--- config.mk ---
export PLATFORM = sky130hd
export DESIGN_NAME = cpu_reg_client_flat
export DESIGN_NICKNAME = d
export VERILOG_FILES = /design/src/rtl/cpu_reg_client_if.sv /design/src/rtl/cpu_reg_client.sv /design/src/flat_wrapper.sv
export SDC_FILE = /design/constraint.sdc
export NUM_CORES = 1
export LEC_CHECK = 0
export BUFFER_PORTS_ARGS = -buffer_cell sky130_fd_sc_hd__buf_2
export CAP_MARGIN = 20
export CELL_PAD_IN_SITES_DETAIL_PLACEMENT = 1
export CELL_PAD_IN_SITES_GLOBAL_PLACEMENT = 1
export CORE_UTILIZATION = 33
export CTS_BUF_LIST = sky130_fd_sc_hd__clkbuf_8
export CTS_CLUSTER_SIZE = 8
export DETAILED_ROUTE_END_ITERATION = 8
export PLACE_DENSITY_LB_ADDON = 0.1
export SYNTH_ARGS = -nofsm -noshare
export SYNTH_HDL_FRONTEND = slang
export SYNTH_SLANG_ARGS = --single-unit
--- constraint.sdc ---
create_clock -name i_clock -period 2.9 [get_ports i_clock]
set_input_delay 0.87 -clock i_clock [delete_from_list [all_inputs] [get_ports i_clock]]
set_output_delay 0.87 -clock i_clock [all_outputs]
set_load 0.02 [all_outputs]
--- src/rtl/cpu_reg_client_if.sv ---
// Bundled request, operand, writeback and register-file signals for cpu_reg_client.
// The slave modport is the client's view and the master modport is its environment's view.
interface cpu_reg_client_if;
    logic        i_read_valid;
    logic        o_read_ready;
    logic [4:0]  i_read_rs1_idx;
    logic [4:0]  i_read_rs2_idx;

    logic        o_operand_valid;
    logic        i_operand_ready;
    logic [31:0] o_operand_rs1;
    logic [31:0] o_operand_rs2;

    logic        i_wb_valid;
    logic        o_wb_ready;
    logic [4:0]  i_wb_rd_idx;
    logic [31:0] i_wb_rd;

    logic [7:0]  o_read_tag;
    logic [4:0]  o_read_rs1_idx;
    logic [4:0]  o_read_rs2_idx;
    logic [31:0] i_rs1;
    logic [31:0] i_rs2;

    logic [7:0]  o_write_tag;
    logic [4:0]  o_write_rd_idx;
    logic [31:0] o_rd;

    modport slave (
        input  i_read_valid, i_read_rs1_idx, i_read_rs2_idx,
        input  i_operand_ready,
        input  i_wb_valid, i_wb_rd_idx, i_wb_rd,
        input  i_rs1, i_rs2,
        output o_read_ready,
        output o_operand_valid, o_operand_rs1, o_operand_rs2,
        output o_wb_ready,
        output o_read_tag, o_read_rs1_idx, o_read_rs2_idx,
        output o_write_tag, o_write_rd_idx, o_rd
    );

    modport master (
        output i_read_valid, i_read_rs1_idx, i_read_rs2_idx,
        output i_operand_ready,
        output i_wb_valid, i_wb_rd_idx, i_wb_rd,
        output i_rs1, i_rs2,
        input  o_read_ready,
        input  o_operand_valid, o_operand_rs1, o_operand_rs2,
        input  o_wb_ready,
        input  o_read_tag, o_read_rs1_idx, o_read_rs2_idx,
        input  o_write_tag, o_write_rd_idx, o_rd
    );
endinterface

--- src/rtl/cpu_reg_client.sv ---
// Tag-signalled register-file client: two-operand reads and writebacks.
// Define CPU_REG_CLIENT_BYPASS_EN to forward a same-edge write instead of stalling the read.
module cpu_reg_client (
    input  logic            i_clock,
    input  logic            i_reset,
    cpu_reg_client_if.slave bus
);

    typedef enum logic [1:0] {StIdle, StWait, StData} state_e;

    state_e      state_q, state_d;
    logic [7:0]  read_tag_q, write_tag_q;
    logic [4:0]  rs1_idx_q, rs2_idx_q, wr_idx_q;
    logic [31:0] rd_q;
    logic [31:0] op_rs1_q, op_rs2_q;
    logic        op_valid_q;

    logic        read_ready;
    logic        read_fire;
    logic        latch_op;
    logic        op_fire;
    logic        stall;
    logic [31:0] rs1_val, rs2_val;

`ifdef CPU_REG_CLIENT_BYPASS_EN
    logic        byp_valid_q;
    logic [4:0]  byp_idx_q;
    logic [31:0] byp_data_q;

    assign stall   = 1'b0;
    assign rs1_val = (byp_valid_q && byp_idx_q == rs1_idx_q) ? byp_data_q : bus.i_rs1;
    assign rs2_val = (byp_valid_q && byp_idx_q == rs2_idx_q) ? byp_data_q : bus.i_rs2;

    // The register file misses a write taken on the read's own edge, so keep it aside.
    always_ff @(posedge i_clock) begin
        if (i_reset) begin
            byp_valid_q <= 1'b0;
            byp_idx_q   <= '0;
            byp_data_q  <= '0;
        end else if (read_fire) begin
            byp_valid_q <= bus.i_wb_valid && (bus.i_wb_rd_idx != 5'd0);
            byp_idx_q   <= bus.i_wb_rd_idx;
            byp_data_q  <= bus.i_wb_rd;
        end else if (op_fire) begin
            byp_valid_q <= 1'b0;
        end
    end
`else
    // Hold the read off one cycle so the conflicting write reaches the register file first.
    assign stall   = bus.i_wb_valid && (bus.i_wb_rd_idx != 5'd0) &&
                     (bus.i_wb_rd_idx == bus.i_read_rs1_idx ||
                      bus.i_wb_rd_idx == bus.i_read_rs2_idx);
    assign rs1_val = bus.i_rs1;
    assign rs2_val = bus.i_rs2;
`endif

    always_comb begin
        state_d    = state_q;
        read_ready = 1'b0;
        latch_op   = 1'b0;
        op_fire    = 1'b0;
        case (state_q)
            StIdle: begin
                read_ready = !i_reset && !stall;
                if (bus.i_read_valid && read_ready) begin
                    state_d = StWait;
                end
            end
            StWait: state_d = StData;
            StData: begin
                if (!op_valid_q) begin
                    latch_op = 1'b1;
                end else if (bus.i_operand_ready) begin
                    op_fire = 1'b1;
                    state_d = StIdle;
                end
            end
            default: state_d = StIdle;
        endcase
    end

    assign read_fire = bus.i_read_valid && read_ready;

    always_ff @(posedge i_clock) begin
        if (i_reset) begin
            state_q     <= StIdle;
            read_tag_q  <= '0;
            write_tag_q <= '0;
            rs1_idx_q   <= '0;
            rs2_idx_q   <= '0;
            wr_idx_q    <= '0;
            rd_q        <= '0;
            op_rs1_q    <= '0;
            op_rs2_q    <= '0;
            op_valid_q  <= 1'b0;
        end else begin
            state_q <= state_d;
            if (read_fire) begin
                rs1_idx_q  <= bus.i_read_rs1_idx;
                rs2_idx_q  <= bus.i_read_rs2_idx;
                read_tag_q <= read_tag_q + 8'd1;
            end
            if (bus.i_wb_valid) begin
                wr_idx_q    <= bus.i_wb_rd_idx;
                rd_q        <= bus.i_wb_rd;
                write_tag_q <= write_tag_q + 8'd1;
            end
            if (latch_op) begin
                op_rs1_q   <= rs1_val;
                op_rs2_q   <= rs2_val;
                op_valid_q <= 1'b1;
            end else if (op_fire) begin
                op_valid_q <= 1'b0;
            end
        end
    end

    assign bus.o_read_ready    = read_ready;
    assign bus.o_operand_valid = op_valid_q;
    assign bus.o_operand_rs1   = op_rs1_q;
    assign bus.o_operand_rs2   = op_rs2_q;
    assign bus.o_wb_ready      = 1'b1;
    assign bus.o_read_tag      = read_tag_q;
    assign bus.o_read_rs1_idx  = rs1_idx_q;
    assign bus.o_read_rs2_idx  = rs2_idx_q;
    assign bus.o_write_tag     = write_tag_q;
    assign bus.o_write_rd_idx  = wr_idx_q;
    assign bus.o_rd            = rd_q;

endmodule
--- src/flat_wrapper.sv ---
// flat-port wrapper written by rule: the top's interface ports become plain ports
module cpu_reg_client_flat 
  (i_clock, i_reset, bus_i_read_valid, bus_i_read_rs1_idx, bus_i_read_rs2_idx, bus_i_operand_ready, bus_i_wb_valid, bus_i_wb_rd_idx, bus_i_wb_rd, bus_i_rs1, bus_i_rs2, bus_o_read_ready, bus_o_operand_valid, bus_o_operand_rs1, bus_o_operand_rs2, bus_o_wb_ready, bus_o_read_tag, bus_o_read_rs1_idx, bus_o_read_rs2_idx, bus_o_write_tag, bus_o_write_rd_idx, bus_o_rd);
  cpu_reg_client_if bus_i ();
  input  logic i_clock;
  input  logic i_reset;
  input wire logic [$bits(bus_i.i_read_valid)-1:0] bus_i_read_valid;
  input wire logic [$bits(bus_i.i_read_rs1_idx)-1:0] bus_i_read_rs1_idx;
  input wire logic [$bits(bus_i.i_read_rs2_idx)-1:0] bus_i_read_rs2_idx;
  input wire logic [$bits(bus_i.i_operand_ready)-1:0] bus_i_operand_ready;
  input wire logic [$bits(bus_i.i_wb_valid)-1:0] bus_i_wb_valid;
  input wire logic [$bits(bus_i.i_wb_rd_idx)-1:0] bus_i_wb_rd_idx;
  input wire logic [$bits(bus_i.i_wb_rd)-1:0] bus_i_wb_rd;
  input wire logic [$bits(bus_i.i_rs1)-1:0] bus_i_rs1;
  input wire logic [$bits(bus_i.i_rs2)-1:0] bus_i_rs2;
  output wire logic [$bits(bus_i.o_read_ready)-1:0] bus_o_read_ready;
  output wire logic [$bits(bus_i.o_operand_valid)-1:0] bus_o_operand_valid;
  output wire logic [$bits(bus_i.o_operand_rs1)-1:0] bus_o_operand_rs1;
  output wire logic [$bits(bus_i.o_operand_rs2)-1:0] bus_o_operand_rs2;
  output wire logic [$bits(bus_i.o_wb_ready)-1:0] bus_o_wb_ready;
  output wire logic [$bits(bus_i.o_read_tag)-1:0] bus_o_read_tag;
  output wire logic [$bits(bus_i.o_read_rs1_idx)-1:0] bus_o_read_rs1_idx;
  output wire logic [$bits(bus_i.o_read_rs2_idx)-1:0] bus_o_read_rs2_idx;
  output wire logic [$bits(bus_i.o_write_tag)-1:0] bus_o_write_tag;
  output wire logic [$bits(bus_i.o_write_rd_idx)-1:0] bus_o_write_rd_idx;
  output wire logic [$bits(bus_i.o_rd)-1:0] bus_o_rd;
  assign bus_i.i_read_valid = bus_i_read_valid;
  assign bus_i.i_read_rs1_idx = bus_i_read_rs1_idx;
  assign bus_i.i_read_rs2_idx = bus_i_read_rs2_idx;
  assign bus_i.i_operand_ready = bus_i_operand_ready;
  assign bus_i.i_wb_valid = bus_i_wb_valid;
  assign bus_i.i_wb_rd_idx = bus_i_wb_rd_idx;
  assign bus_i.i_wb_rd = bus_i_wb_rd;
  assign bus_i.i_rs1 = bus_i_rs1;
  assign bus_i.i_rs2 = bus_i_rs2;
  assign bus_o_read_ready = bus_i.o_read_ready;
  assign bus_o_operand_valid = bus_i.o_operand_valid;
  assign bus_o_operand_rs1 = bus_i.o_operand_rs1;
  assign bus_o_operand_rs2 = bus_i.o_operand_rs2;
  assign bus_o_wb_ready = bus_i.o_wb_ready;
  assign bus_o_read_tag = bus_i.o_read_tag;
  assign bus_o_read_rs1_idx = bus_i.o_read_rs1_idx;
  assign bus_o_read_rs2_idx = bus_i.o_read_rs2_idx;
  assign bus_o_write_tag = bus_i.o_write_tag;
  assign bus_o_write_rd_idx = bus_i.o_write_rd_idx;
  assign bus_o_rd = bus_i.o_rd;
  cpu_reg_client u_core (.i_clock(i_clock), .i_reset(i_reset), .bus(bus_i));
endmodule
== After elaboration in Yosys (flattened, before gate mapping) ==
Cells that the tools add are included.
Cells by class
  $add $sub $neg: 2
  equality and inequality tests: 7
  muxes and demuxes: 12
  reductions and logical operators: 12
Operators by type and width (number)
  8-bit by 1-bit adder with 8-bit output (second input constant): 2
  5-bit equality test: 2
  1-bit 2-to-1 mux: 8
  2-bit 2-to-1 mux: 3
  2-bit one-hot mux with 3 select lines: 1
  1-bit logical AND: 5
  5-bit nonzero test: 1
  2-bit by 1-bit != test with 1-bit output (second input constant): 2
  3-bit AND reduction: 1
  2-bit by 1-bit equality test with 1-bit output (second input constant): 1
  2-bit equality test (second input constant): 1
  1-bit zero test: 2
  2-bit zero test: 1
  2-bit != test (second input constant): 1
  2-bit nonzero test: 1
  1-bit logical OR: 1
Storage, ports and cells
  bits in registers: 130
  input port bits: 116
  output and inout bits: 130
  logic and storage cells: 43

== Longest topological paths before layout ==
  word-level depth: 8
  mapped depth: 6
  mapped depth without buffers: 6

== Worst setup path after synthesis ==
Ideal clock, no wire load.
  path kind: input to output
  from: in bus_i_wb_rd_idx[4]
  to: out bus_o_read_ready
  arrival time: 2.007 ns
  data required time: 2.030 ns
  setup slack: 0.023 ns
  stages on the path: 3
  path buffers: 0
  cell sequence: or4_4 -> o21a_4 -> a21oi_1
On the way
  word-level cells in the longest chain between the ends: 6
  elaborated cells on any way between the ends: 9
  classes of those cells: eq/ne: 2; mux: 1; reduce/logical: 6
RTL lines
  start: declaration: line flat_wrapper.sv:12  | input wire logic [$bits(bus_i.i_wb_rd_idx)-1:0] bus_i_wb_rd_idx;
  5-bit equality test, or another cell as far along: line cpu_reg_client.sv:51  | (bus.i_wb_rd_idx == bus.i_read_rs1_idx ||
  1-bit logical OR or 1-bit logical AND (tied branches): line cpu_reg_client.sv:51, cpu_reg_client.sv:50
  1-bit logical AND *: line cpu_reg_client.sv:50  | assign stall = bus.i_wb_valid && (bus.i_wb_rd_idx != 5'd0) &&
  1-bit zero test *: line cpu_reg_client.sv:64  | read_ready = !i_reset && !stall;
  1-bit logical AND *: line cpu_reg_client.sv:64
  1-bit 2-to-1 mux *: line cpu_reg_client.sv:62  | case (state_q)
  end: declaration: line flat_wrapper.sv:16  | output wire logic [$bits(bus_i.o_read_ready)-1:0] bus_o_read_ready;
Mark *: on every way between the ends. The rest lies on a longest branch, timed or not.

== Worst setup path in the final report ==
  from: in bus_i_wb_rd_idx[2]
  to: out bus_o_read_ready
Same word-level chain as after synthesis.

==> flow_summary.json <==
{
  "ys_seq_area_share_pct": 53.22,
  "fmax_mhz": 347.8,
  "synth_top_family_by_area": "simple AND/OR/NAND/NOR gates",
  "min_from": "u_core.bus.o_operand_rs1[14]",
  "ctsRootBufferMaster": "sky130_fd_sc_hd__clkbuf_8",
  "ctsHtreeMaxLevel": 4,
  "io-pin-count": 246,
  "first_pass_grt_wire_length_um": 21550,
  "crit_slowest_cell": "sky130_fd_sc_hd__or4_4",
  "tritoncts": "yes",
  "crit_reg_reg_endpoint": "u_core.bus.o_read_tag[6]",
  "vias": 4586,
  "power.net_switching_uw": 1098,
  "number_of_placed_instances_with_taps_included": 957,
  "post_cts_hold_buffer_count": 0,
  "gp_congestion": 0.8586,
  "power_switching_share_pct": 26.22,
  "regToRegSetupSlack_ns": 1.12,
  "cts.sink_count": 130,
  "io_buffers": 244,
  "postRouteWirelength_um": 14440,
  "clkTransAtPathRegs_ns": 0.07,
  "final_clock_period_utilization_by_the_worst_path_pct": 99.15,
  "hold_violations": 0,
  "critPathMaxFanout": 2,
  "final.setup_skew_ns": 0.01146,
  "holdPathStages": 2,
  "crit_end_category": "output pin",
  "max_cap_viol_count": 0,
  "avgSynthCellArea_um2": 8.874,
  "floorplan.die_area_um2": 15310,
  "layout.cells.non_filler": 990,
  "synth_adder_area_share_pct": 0.5118,
  "fraction_of_final_layout_cells_sized_beyond_drive_strength_1_pct": 37.22,
  "post_synthesis_mux_area_share_pct": 11.85,
  "ir_worst_vdd_mv": 0.2637,
  "report.final.slew_viol_count": 0,
  "maximum_number_of_pins_on_one_net_before_global_route_repair": 134,
  "rows": 44,
  "core_region_area_um2": 14480,
  "total_power_uw": 4187,
  "grt_pass1_vias": 4447,
  "sequentialPowerShare_pct": 46.1,
  "synth_compound_gate_area_share_pct": 9.289,
  "most-common-layout-cells": "sky130_fd_sc_hd__buf_2 (241), sky130_fd_sc_hd__nand2_1 (138), sky130_fd_sc_hd__dfxtp_1 (130)",
  "wire_per_inst_um": 14.58,
  "layout_commonest_cell": "sky130_fd_sc_hd__buf_2",
  "syn_inst": 551,
  "antennaDiodeCount": 0,
  "start_kind": "input port",
  "power_report.internal_total_uw": 3090,
  "hold_slack_ns": 0.4505,
  "route.detailed.vias_per_inst": 4.632,
  "min-delay-path-class": "register to register",
  "worst_pin_slew_ns": 0.6247,
  "drt_pre_antenna_iters": 4,
  "slew_headroom_pct": 58.35,
  "num-fill-cells": 1780,
  "dp.final_hpwl_um": 10330,
  "multiInputGateArea_um2": 2160,
  "dieHeight_um": 123.7,
  "power_density_nw_per_um2": 615.5,
  "floorplan.initialDensity_pct": 33.77,
  "most_numerous_cell_on_the_critical_path": "sky130_fd_sc_hd__buf_6",
  "rr_startpoint": "u_core.state_q[1]",
  "final_antenna_net_count": 0,
  "worstHoldEndpoint": "u_core.bus.o_operand_rs1[14]",
  "crit_path_cell_trace": "buf_6, or4_4, o21a_4, a21oi_4, buf_6",
  "power.share.combinational_pct": 14.3,
  "final_period_minus_worst_setup_slack_ns": 2.875,
  "clkLatencyLatePin_ns": 0.43,
  "syn-cell-area_um2": 4890,
  "count_of_unique_library_cells_instantiated_by_yosys": 32,
  "grt_overflow_total": 0,
  "final-setup-viol-count": 0,
  "total_cts_buffers": 17,
  "clockPowerShare_pct": 39.5,
  "timing.critical_path.arrival_ns": 2.01,
  "number_of_antenna_violations_at_the_first_check_in_global_routing": 0,
  "reg2regPathDepth": 6,
  "fin_nets": 911,
  "max_stage_delay_ns": 0.54,
  "sequential_cell_area_um2": 2603,
  "grt_usage_pct": 18.45,
  "ys_seq_elements": 130,
  "synth_xor_area_share_pct": 2.687,
  "timing.critical_path.max_delay_family": "simple AND/OR/NAND/NOR gates",
  "flow.area_growth_from_synthesis_pct": 39.12,
  "leakagePower_uw": 0.003278,
  "yosysWarnings": 0,
  "worstSetupPathType": "input port to output pin",
  "post_synth_and_or_nand_nor_area_fraction_pct": 19.32,
  "drc": 0,
  "die-width_um": 123.7,
  "worstPathRequired_ns": 2.03,
  "outcome": "completed",
  "critPathBufInv": 2,
  "cts_max_path_buffers": 2,
  "postSynthNetCount": 669,
  "initial_drt_markers": 167
}
worst max path at each step:
stage / from / end / slack [ns] / cells after the start
floorplan: bus_i_wb_rd_idx[4] / bus_o_read_ready / 0.02 / 3
global placement: bus_i_wb_rd_idx[4] / bus_o_read_ready / -0.1 / 5
detailed placement: bus_i_wb_rd_idx[4] / bus_o_read_ready / -0.09 / 5
CTS: bus_i_wb_rd_idx[2] / bus_o_read_ready / 0.009 / 5
global route: bus_i_wb_rd_idx[2] / bus_o_read_ready / -0.003 / 5
finish: bus_i_wb_rd_idx[2] / bus_o_read_ready / 0.02 / 5
cell families (layout without fill, tap and decap cells):
logic type	Yosys count	after routing
AO/OA/AOI/OAI	82	82
XOR/XNOR	15	15
adder cells (fa/ha/maj)	2	2
buffers and inverters	38	293
flip-flops	130	130
multiplexers	56	56
other	1	1
AND/OR/NAND/NOR	227	227
synthesized netlist by cell type:
master / n / area, µm²
sky130_fd_sc_hd__xnor2_1: 11 / 96.34
sky130_fd_sc_hd__xor2_1: 4 / 35.03
sky130_fd_sc_hd__o21ai_0: 4 / 20.02
sky130_fd_sc_hd__buf_4: 1 / 7.510
sky130_fd_sc_hd__mux2_2: 5 / 56.30
sky130_fd_sc_hd__buf_1: 2 / 7.510
sky130_fd_sc_hd__o21ai_1: 2 / 10.01
sky130_fd_sc_hd__clkbuf_1: 31 / 116.4
sky130_fd_sc_hd__mux2i_1: 41 / 410.4
sky130_fd_sc_hd__inv_1: 2 / 7.510
sky130_fd_sc_hd__nor2_1: 52 / 195.2
sky130_fd_sc_hd__ha_1: 2 / 25.02
sky130_fd_sc_hd__and3_1: 1 / 6.260
sky130_fd_sc_hd__nand2_1: 138 / 518.0
sky130_fd_sc_hd__o22ai_1: 1 / 6.260
sky130_fd_sc_hd__o22a_1: 1 / 8.760
sky130_fd_sc_hd__nor4_1: 1 / 6.260
sky130_fd_sc_hd__a211oi_1: 1 / 7.510
sky130_fd_sc_hd__or3_1: 3 / 18.77
sky130_fd_sc_hd__nand4_1: 5 / 31.28
sky130_fd_sc_hd__nor2b_1: 18 / 112.6
sky130_fd_sc_hd__or4_4: 1 / 11.26
sky130_fd_sc_hd__nand3_1: 4 / 20.02
sky130_fd_sc_hd__dfxtp_1: 130 / 2603
sky130_fd_sc_hd__nand2b_1: 4 / 25.02
sky130_fd_sc_hd__conb_1: 1 / 3.750
sky130_fd_sc_hd__o21ai_2: 1 / 8.760
sky130_fd_sc_hd__a21oi_1: 70 / 350.3
sky130_fd_sc_hd__o21a_4: 1 / 15.01
sky130_fd_sc_hd__a2111oi_4: 1 / 27.53
sky130_fd_sc_hd__buf_2: 2 / 10.01
sky130_fd_sc_hd__mux2_1: 10 / 112.6
metrics by stage:
| stage | utilization (%) | instance area [µm²] | setup TNS (ns) | setup WS, ns |
|---|---|---|---|---|
| 2_1_floorplan | - | 4890 | 0 | 0.02324 |
| 3_3_place_gp | 43.80 | 6342 | -0.09872 | -0.09872 |
| 3_5_place_dp | 43.80 | 6342 | -0.09167 | -0.09167 |
| 4_1_cts | 46.91 | 6792 | 0 | 0.008581 |
| 5_1_grt | 46.98 | 6803 | -0.003223 | -0.003223 |
| 6_report | 46.98 | 6803 | 0 | 0.02467 |
worst register-to-register path: stages (launching register included):
cell	delay [ns]
sky130_fd_sc_hd__dfxtp_1	0.32
sky130_fd_sc_hd__or3_1	0.44
sky130_fd_sc_hd__buf_4	0.19
sky130_fd_sc_hd__nor2_1	0.16
sky130_fd_sc_hd__nand4_1	0.11
sky130_fd_sc_hd__a21oi_1	0.14
sky130_fd_sc_hd__mux2_1	0.32
routing by layer:
metal / GRT usage (%) / wire length [µm] / up-vias
li1: - / - / 2288
met1: 21.30 / 6179 / 2134
met2: 31.01 / 7010 / 149
met3: 6.456 / 1091 / 15
met4: 7.380 / 154 / 0
met5: 0 / 0 / -
sequential cells by signal (all words and copies together) (netlist names):
signal / cells
u_core.bus.o_operand_rs2: 32
u_core.bus.o_write_tag: 8
u_core.bus.o_write_rd_idx: 5
u_core.bus.o_read_rs2_idx: 5
u_core.state_q: 2
u_core.bus.o_operand_rs1: 32
u_core.bus.o_read_rs1_idx: 5
u_core.bus.o_read_tag: 8
u_core.bus.o_operand_valid: 1
u_core.bus.o_rd: 32
power by group through the flow:
| stage | Sequential (µW) | Clock [µW] | Combinational (µW) |
|---|---|---|---|
| 2_1_floorplan | 2080 | 0 | 230 |
| 3_3_place_gp | 1970 | 0 | 586 |
| 3_5_place_dp | 1970 | 0 | 601 |
| 4_1_cts | 1930 | 1710 | 606 |
| 5_1_grt | 1940 | 1780 | 657 |
| 6_report | 1930 | 1660 | 601 |
timing repair:
item,in CTS,in global routing
resized for setup,3,2
gates cloned,0,0
buffers inserted,1,0
endpoints found under the setup margin,1,1
pin swaps,2,0
final cells by class:
| class | count | share of cell area (%) |
|---|---|---|
| Timing Repair Buffer | 259 | 20.20 |
| Inverter | 2 | 0.1104 |
| Tap cell | 184 | 3.384 |
| Multi-Input combinational cell | 383 | 31.75 |
| Clock inverter | 13 | 2.465 |
| Clock buffer | 19 | 3.844 |
| Sequential cell | 130 | 38.26 |
Note: power is estimated with default switching activity, not from simulation.
